File: src/rtl/iotdf_frame.sv
// IoT data filter: assembles IN_W-bit samples into a word and applies GRAY2BIN, BIN2GRAY, FIR or frame MAX/MIN.
// Optional FIR datapath is compiled in with `define IOTDF_FIR_EN.
module iotdf_frame #(
  parameter int IN_W      = 8,
  parameter int N_BYTES   = 16,
  parameter int FRAME_LEN = 8
) (
  input  logic                      clk,
  input  logic                      rst,
  input  logic                      in_en,
  input  logic [IN_W-1:0]           iot_in,
  input  logic [2:0]                fn_sel,
  output logic                      busy,
  output logic                      valid,
  output logic [IN_W*N_BYTES-1:0]   iot_out,
  output logic [1:0]                fsm_state
);

  localparam int W  = IN_W * N_BYTES;
  localparam int CW = $clog2(N_BYTES + 1);
  localparam int FW = $clog2(FRAME_LEN + 1);

  localparam logic [1:0] IDLE = 2'd0;
  localparam logic [1:0] LOAD = 2'd1;
  localparam logic [1:0] CALC = 2'd2;
  localparam logic [1:0] OUT  = 2'd3;

  localparam logic [2:0] FN_G2B = 3'b001;
  localparam logic [2:0] FN_FIR = 3'b010;
  localparam logic [2:0] FN_B2G = 3'b011;
  localparam logic [2:0] FN_MAX = 3'b100;
  localparam logic [2:0] FN_MIN = 3'b101;

  logic [1:0]    state;
  logic [CW-1:0] cnt;
  logic [FW-1:0] fcnt, fcnt_nxt, fcnt_inc;
  logic [W-1:0]  word, ext, ext_nxt, g2b, result, cand;
  logic [2:0]    last_fn;
  logic          emit, first;

  // Handshake: a sample moves when in_en is high and busy is low; no other backpressure exists.
  assign busy      = (state != LOAD);
  assign valid     = (state == OUT);
  assign fsm_state = state;

  always_comb begin : gray_decode
    logic acc;
    acc = 1'b0;
    g2b = '0;
    for (int i = W - 1; i >= 0; i--) begin
      acc    = acc ^ word[i];
      g2b[i] = acc;
    end
  end

`ifdef IOTDF_FIR_EN
  logic [W-1:0]          fir;
  logic [W+2*IN_W-1:0]   word_x;
  logic [IN_W+3:0]       s0, s1, s2, t;

  // Two zero slots above the top sample so the upper taps never index out of range.
  assign word_x = {{(2*IN_W){1'b0}}, word};

  always_comb begin
    fir = '0;
    s0  = '0;
    s1  = '0;
    s2  = '0;
    t   = '0;
    for (int k = 0; k < N_BYTES; k++) begin
      s0 = {4'b0, word_x[k*IN_W +: IN_W]};
      s1 = {4'b0, word_x[(k+1)*IN_W +: IN_W]};
      s2 = {4'b0, word_x[(k+2)*IN_W +: IN_W]};
      t  = (s0 << 2) + s0 + (s1 << 3) + s1 + (s2 << 1);
      fir[k*IN_W +: IN_W] = t[IN_W+3:4] + {{(IN_W-1){1'b0}}, t[3]};
    end
  end
`endif

  // A mode change or an empty frame restarts the reduction with the current word.
  always_comb begin
    first = (fcnt == '0) || (fn_sel != last_fn);
    if (first)                 cand = word;
    else if (fn_sel == FN_MAX) cand = (word > ext) ? word : ext;
    else                       cand = (word < ext) ? word : ext;
    fcnt_inc = first ? FW'(1) : fcnt + FW'(1);

    emit     = 1'b0;
    result   = '0;
    fcnt_nxt = fcnt;
    ext_nxt  = ext;
    case (fn_sel)
      FN_G2B: begin
        emit   = 1'b1;
        result = g2b;
      end
`ifdef IOTDF_FIR_EN
      FN_FIR: begin
        emit   = 1'b1;
        result = fir;
      end
`endif
      FN_B2G: begin
        emit   = 1'b1;
        result = word ^ (word >> 1);
      end
      FN_MAX, FN_MIN: begin
        ext_nxt = cand;
        if (fcnt_inc == FW'(FRAME_LEN)) begin
          emit     = 1'b1;
          result   = cand;
          fcnt_nxt = '0;
        end else begin
          fcnt_nxt = fcnt_inc;
        end
      end
      default: ;
    endcase
  end

  always_ff @(posedge clk) begin
    if (rst) begin
      state   <= IDLE;
      cnt     <= '0;
      fcnt    <= '0;
      ext     <= '0;
      last_fn <= '0;
      word    <= '0;
      iot_out <= '0;
    end else begin
      case (state)
        IDLE: state <= LOAD;
        LOAD: begin
          if (in_en) begin
            word <= (word << IN_W) | W'(iot_in);
            if (cnt == CW'(N_BYTES - 1)) begin
              cnt   <= '0;
              state <= CALC;
            end else begin
              cnt <= cnt + CW'(1);
            end
          end
        end
        CALC: begin
          last_fn <= fn_sel;
          fcnt    <= fcnt_nxt;
          ext     <= ext_nxt;
          if (emit) begin
            iot_out <= result;
            state   <= OUT;
          end else begin
            state <= LOAD;
          end
        end
        OUT:     state <= LOAD;
        default: state <= IDLE;
      endcase
    end
  end

endmodule
File: config.mk
export PLATFORM = sky130hd
export DESIGN_NAME = iotdf_frame
export DESIGN_NICKNAME = d
export VERILOG_FILES = /design/src/rtl/iotdf_frame.sv
export SDC_FILE = /design/constraint.sdc
export NUM_CORES = 2
export LEC_CHECK = 0
export CELL_PAD_IN_SITES_DETAIL_PLACEMENT = 0
export CELL_PAD_IN_SITES_GLOBAL_PLACEMENT = 1
export CORE_MARGIN = 8
export CORE_UTILIZATION = 25
export DETAILED_ROUTE_END_ITERATION = 7
export GPL_ROUTABILITY_DRIVEN = 0
export PLACE_DENSITY = 0.52
export SLEW_MARGIN = 20
export SYNTH_ARGS = -nofsm -noshare
export SYNTH_HDL_FRONTEND = slang
export SYNTH_SLANG_ARGS = --single-unit
export TNS_END_PERCENT = 20
File: constraint.sdc
create_clock -name clk -period 8.8 [get_ports clk]
set_input_delay 0.88 -clock clk [delete_from_list [all_inputs] [get_ports clk]]
set_output_delay 0.88 -clock clk [all_outputs]
set_load 0.02 [all_outputs]
# Yosys cells after proc, flatten, opt, wreduce, memory -nomap -nowiden
# Cells that the tools add are included.
[classes] add_sub_neg=2 mul=0 div_mod_pow=0 order_cmp=2 eq_ne=13 n_shift=0 mux=15 n_bitwise=129 n_reduce_logical=10
[ops] op="128-bit 2-to-1 mux" count=5
[ops] op="128-bit one-hot mux with 3 select lines" count=1
[ops] op="128-bit greater-than comparator" count=1
[ops] op="128-bit less-than comparator" count=1
[ops] op="128-bit by 8-bit bitwise OR with 128-bit output" count=1
[ops] op="128-bit by 127-bit bitwise XOR with 128-bit output" count=1
[ops] op="1-bit bitwise XOR" count=127
[ops] op="4-bit 2-to-1 mux" count=2
[ops] op="2-bit AND reduction" count=4
[ops] op="3-bit == test (second input constant)" count=2
[ops] op="2-bit 2-to-1 mux" count=3
[ops] op="2-bit one-hot mux with 3 select lines" count=1
[ops] op="2-bit OR reduction" count=3
[ops] op="5-bit by 1-bit adder with 5-bit output (second input constant)" count=1
[ops] op="5-bit by 4-bit == test with 1-bit output (second input constant)" count=1
[ops] op="5-bit 2-to-1 mux" count=1
[ops] op="4-bit by 1-bit adder with 4-bit output (second input constant)" count=1
[ops] op="2-bit == test (second input constant)" count=2
[ops] op="4-bit == test (second input constant)" count=1
[ops] op="4-bit logical NOT" count=1
[ops] op="2-bit != test (second input constant)" count=2
[ops] op="3-bit by 1-bit == test with 1-bit output (second input constant)" count=1
[ops] op="3-bit by 2-bit == test with 1-bit output (second input constant)" count=1
[ops] op="3-bit != test" count=1
[ops] op="other kinds (6)" count=6
[totals] ff_bits=398 latchBits=0 ram_bits=0 rom_bits=0 input_bits=14 output_inout_bits=132 elab_cells=178 n_memories=0

# Longest topological paths before layout
[depth] word_depth=128 ltp_mapped=19

# Worst setup path after synthesis
# OpenSTA, ideal clock, no wires.
[synth_timing] path_type="register -> register" from="register word[115]" to="register iot_out[0]" setup_ps=130 arrival_ps=4330 setup_slack_ps=4339 stages_incl_launch_ff=16 path_buffers=1 period_less_slack_ps=4461 path_cell_list="dfxtp_1 > clkbuf_1 > xnor3_1 > xnor3_1 > xnor3_2 > xnor2_4 > xnor2_4 > xnor3_4 > xor2_4 > xnor3_2 > xnor2_4 > xnor2_2 > xor2_1 > o221ai_1 > a21oi_1 > nor3_2"
[synth_between] elab_chain_cells=117 word_cells_on_any_way=124 classes_between="order compare (2); mux (6); bitwise (116)"
[synth_rtl] element="start: declaration" line="37" rtl="logic [W-1:0] word, ext, ext_nxt, g2b, result, cand;"
[synth_rtl] element="start signal: assignment" line="135" rtl="word <= (word << IN_W) | W'(iot_in);"
[synth_rtl] element="1-bit bitwise XOR (116 in a row)" line="51" rtl="acc = acc ^ word[i];"
[synth_rtl] element="128-bit one-hot mux with 3 select lines *" line="92" rtl="case (fn_sel)"
[synth_rtl] element="end signal: assignment" line="149" rtl="iot_out <= result;"
[synth_rtl] element="end: declaration" line="15" rtl="output logic [IN_W*N_BYTES-1:0] iot_out,"
# Every way passes the cells marked *; elsewhere a longest branch is shown, timed or not.
# A chain may end at the register's enable or synchronous reset.

# Worst setup path after layout
[layout_timing] from="register word[63]" to="register iot_out[87]"
[layout_between] elab_chain_cells=6 word_cells_on_any_way=8 classes_between="order compare (2); mux (6)"
[layout_rtl] element="128-bit less-than comparator / 128-bit greater-than comparator (equally long branches)" line="85, 84"
[layout_rtl] element="128-bit 2-to-1 mux, on equally long branches" line="85, 84"
[layout_rtl] element="128-bit 2-to-1 mux *" line="84" rtl="else if (fn_sel == FN_MAX) cand = (word > ext) ? word : ext;"
[layout_rtl] element="128-bit 2-to-1 mux *" line="83" rtl="if (first) cand = word;"
[layout_rtl] element="128-bit 2-to-1 mux *" line="109" rtl="if (fcnt_inc == FW'(FRAME_LEN)) begin"
[layout_rtl] element="128-bit one-hot mux with 3 select lines *" line="92"
# Marked as above.

==> results.md <==
* Largest family of logic cells by synthesized area: compound AO/OA/AOI/OAI gates
* Clk_lat worst skew at ~0.62 ns
* Unrepaired setup endpoints after global routing: false
* I/O pins at 146
* Synth Area in XOR/XNOR at 0.1322
* Root Buffer: clkbuf_16
* Layout cell share with drive strength beyond 1 at 0.08120
* Worst EP required at 9.30 ns
* Post-route antenna net violation count at 0
* Dpl cells at 4129
* Core outline area at ~93000 um2
* CTS tree: yes
* DRC viols at 0
* Max Freq at 186.6 MHz
* Minimum clock period at ~5.4 ns
* GRT Total Usage at 0.1615
* Final setup viols at 0
* DP Area at about 26000 um2
* Synth cell types at 57
* Final Core Density at 0.2959
* H-tree depth at 2
* Fin area at about 28000 um2
* Worst Hold Class: register to register
* WL/cell at 20.42 um
* Fin cells at between 4000 and 5000
* Simple-gate share of the synthesized area at 0.1656
* Sequential area share after synthesis at 0.3390
* Die area at approximately 100000 um2
* Row cnt at ~110
* Maxcap violations at 0
* Antenna violations before repair at 0
* Dominant cells by area after synthesis: dfxtp_1, xnor2_1, nand2_1, ha_1, a21oi_1
* Die height at between 300 and 400 um
* Adder-Cell Fraction of Synth Area at 0.06974
* Clk_skew at 0.02887 ns
* TritonRoute pass-1 iters at 5
* Post-synth top area share at 0.3390
* Final Cycle Share at 0.6089
* PortBufs at between 100 and 150
* Power density cells at approximately 150 nW/um2
* Global-route wire length before repair at roughly 130000 um
* CTS Hold Buffers Added at 0
* Leakage dissipation at around 0.0097 uW
* Worst Setup Path Type: register to register
* Status: finished clean
* Worst Path Max Fanout at 113
* CTS buffer count at 51
* Clock Path Buffers at 3
* Post-synthesis mux area share at 0.05308
* Largest net degree at the start of global routing at around 110
* Critical Path AT at 5.86 ns
* Avg Cell Area, Syn at 7.918 um2
* Most used DFF post-synth: dfxtp_1
* Slew HR at 0.2647
* Detailed Route Iter0 Violations at between 1000 and 1500
* Most common cell after layout, fill and taps aside: nand2_1
* Syn nets at between 3000 and 4000
* Post-synthesis cell area at ~24000 um2
* Pins Over Slew Limit at 0
* Critical Path Sink Type: register
* Ys Warns at 0
* Post-synth EDFFs at 0
* Synth-to-Final Area Change at 17.33%
* Antenna diodes at 0
* Async SR Flop Fraction at 0
* Flops & latches, synth at ~400
* Tightest Pin Transition at between 1 and 1.5 ns
* Clk slew on worst S/H paths at 0.06 ns
* Dpl hpwl at roughly 54000 um
* Layout Nets at 3073
* Yosys top cell by area: dfxtp_1
* Nature of the critical path startpoint: register
* Clock Sink Count at 398
* Vias/cell at between 4 and 5
* Vias at a little over 20000
* Compound-Gate Fraction of Synth Area at 0.1751
* Fillers at between 9000 and 10000
* Post-CTS setup buffer count at 0
* Total negative slack at 0 ns
* Storage cell area at around 8000 um2
* CTS resizes at 0
* Mapped Cells at 2968
* Multi-input gate area at 14080 um2
* Total gr overflow at 0
* Hold Vio Cnt, Final at 0
* Initial Util at 0.2522
* Worst VDD drop at 114.7 uV
* Vias in the first global route at 20610
* Total wire length at about 86000 um
* Die W at around 320 um
* Most frequent cells in the layout: nand2_1, dfxtp_1, a21oi_1, nor2_1, xnor2_1
==> critical path: stages (launching register included) <==
cell	delay (ns)
dfxtp_1	0.43
ha_1	0.36
nand4_1	0.13
or2_2	0.37
nor3_1	0.29
nand2_1	0.18
nor4b_1	0.58
o21ai_0	0.19
o211ai_1	0.18
a221oi_1	0.18
a211oi_4	0.31
buf_12	0.69
and2_2	0.84
a221oi_1	0.21
a211oi_1	0.27
==> sequential cells by signal, summed over array words and instances, names as in the netlist <==
signal and cells:
ext 128, last_fn 3, cnt 5, fcnt 4
fsm_state 2, iot_out 128, word 128
==> final timing paths <==
path	from	end	slack [ns]	cells past startpoint
max reg2reg	word[63]$_SDFFE_PP0P_	iot_out[87]$_SDFFE_PP0P_	3.44	14
max	word[63]$_SDFFE_PP0P_	iot_out[87]$_SDFFE_PP0P_	3.44	14
min	ext[66]$_SDFFE_PP0P_	ext[66]$_SDFFE_PP0P_	0.46	2
min reg2reg	ext[66]$_SDFFE_PP0P_	ext[66]$_SDFFE_PP0P_	0.46	2
==> final cells by class <==
class                   instances  area share
clock buffers                  77     0.05490
clock inverters                16    0.008077
inverters                     142     0.01933
multi-input cells            2163      0.5106
flip-flops and latches        398      0.2889
well taps                    1254     0.05690
repair buffers                172     0.06126
==> through the flow <==
step	worst slack, ns	total power (uW)	hold WS, ns
floorplan	4.339	1970	0.4363
global placement	3.505	2038	0.4476
detailed placement	3.392	2040	0.4501
CTS	3.378	4257	0.4586
global route	3.006	4343	0.4859
finish	3.442	4178	0.4554
==> routing by layer <==
| metal | global-route usage | up-vias | share of wire |
|---|---|---|---|
| met5 | 0 | - | 0 |
| met4 | 0.03536 | 0 | 0.018 |
| met3 | 0.02212 | 88 | 0.044 |
| met2 | 0.2702 | 420 | 0.47 |
| met1 | 0.2202 | 9896 | 0.47 |
| li1 | - | 9934 | - |
==> where the power goes <==
part	internal [uW]	switching, uW	total [uW]
clock	1300	876	2180
sequential	1810	8.00	1810
combinational	49.0	135	184
==> synthesized netlist by cell type, types with 7 or more instances <==
library cell,instances
o21a_1,8
o31ai_1,7
nand2_1,504
o221a_2,16
a21o_1,62
and2_1,17
dfxtp_1,398
a211oi_1,72
nand3_1,13
o21ai_0,58
nor2_1,264
mux2_2,85
xnor3_1,10
a22oi_1,28
ha_1,131
a221oi_1,44
o221ai_1,12
mux2i_1,29
nor2b_1,8
nor3_1,84
a21oi_1,322
xor2_1,75
inv_1,142
buf_1,13
clkbuf_1,248
nand4_1,33
xnor2_1,218
==> cells by family after synthesis <==
logic type,after synthesis
AND/OR/NAND/NOR,945
XOR/XNOR,317
AO/OA/AOI/OAI,656
buffers and inverters,407
adder cells (fa/ha/maj),131
multiplexers,114
flip-flops,398
Note: power is estimated with default switching activity, not from simulation.
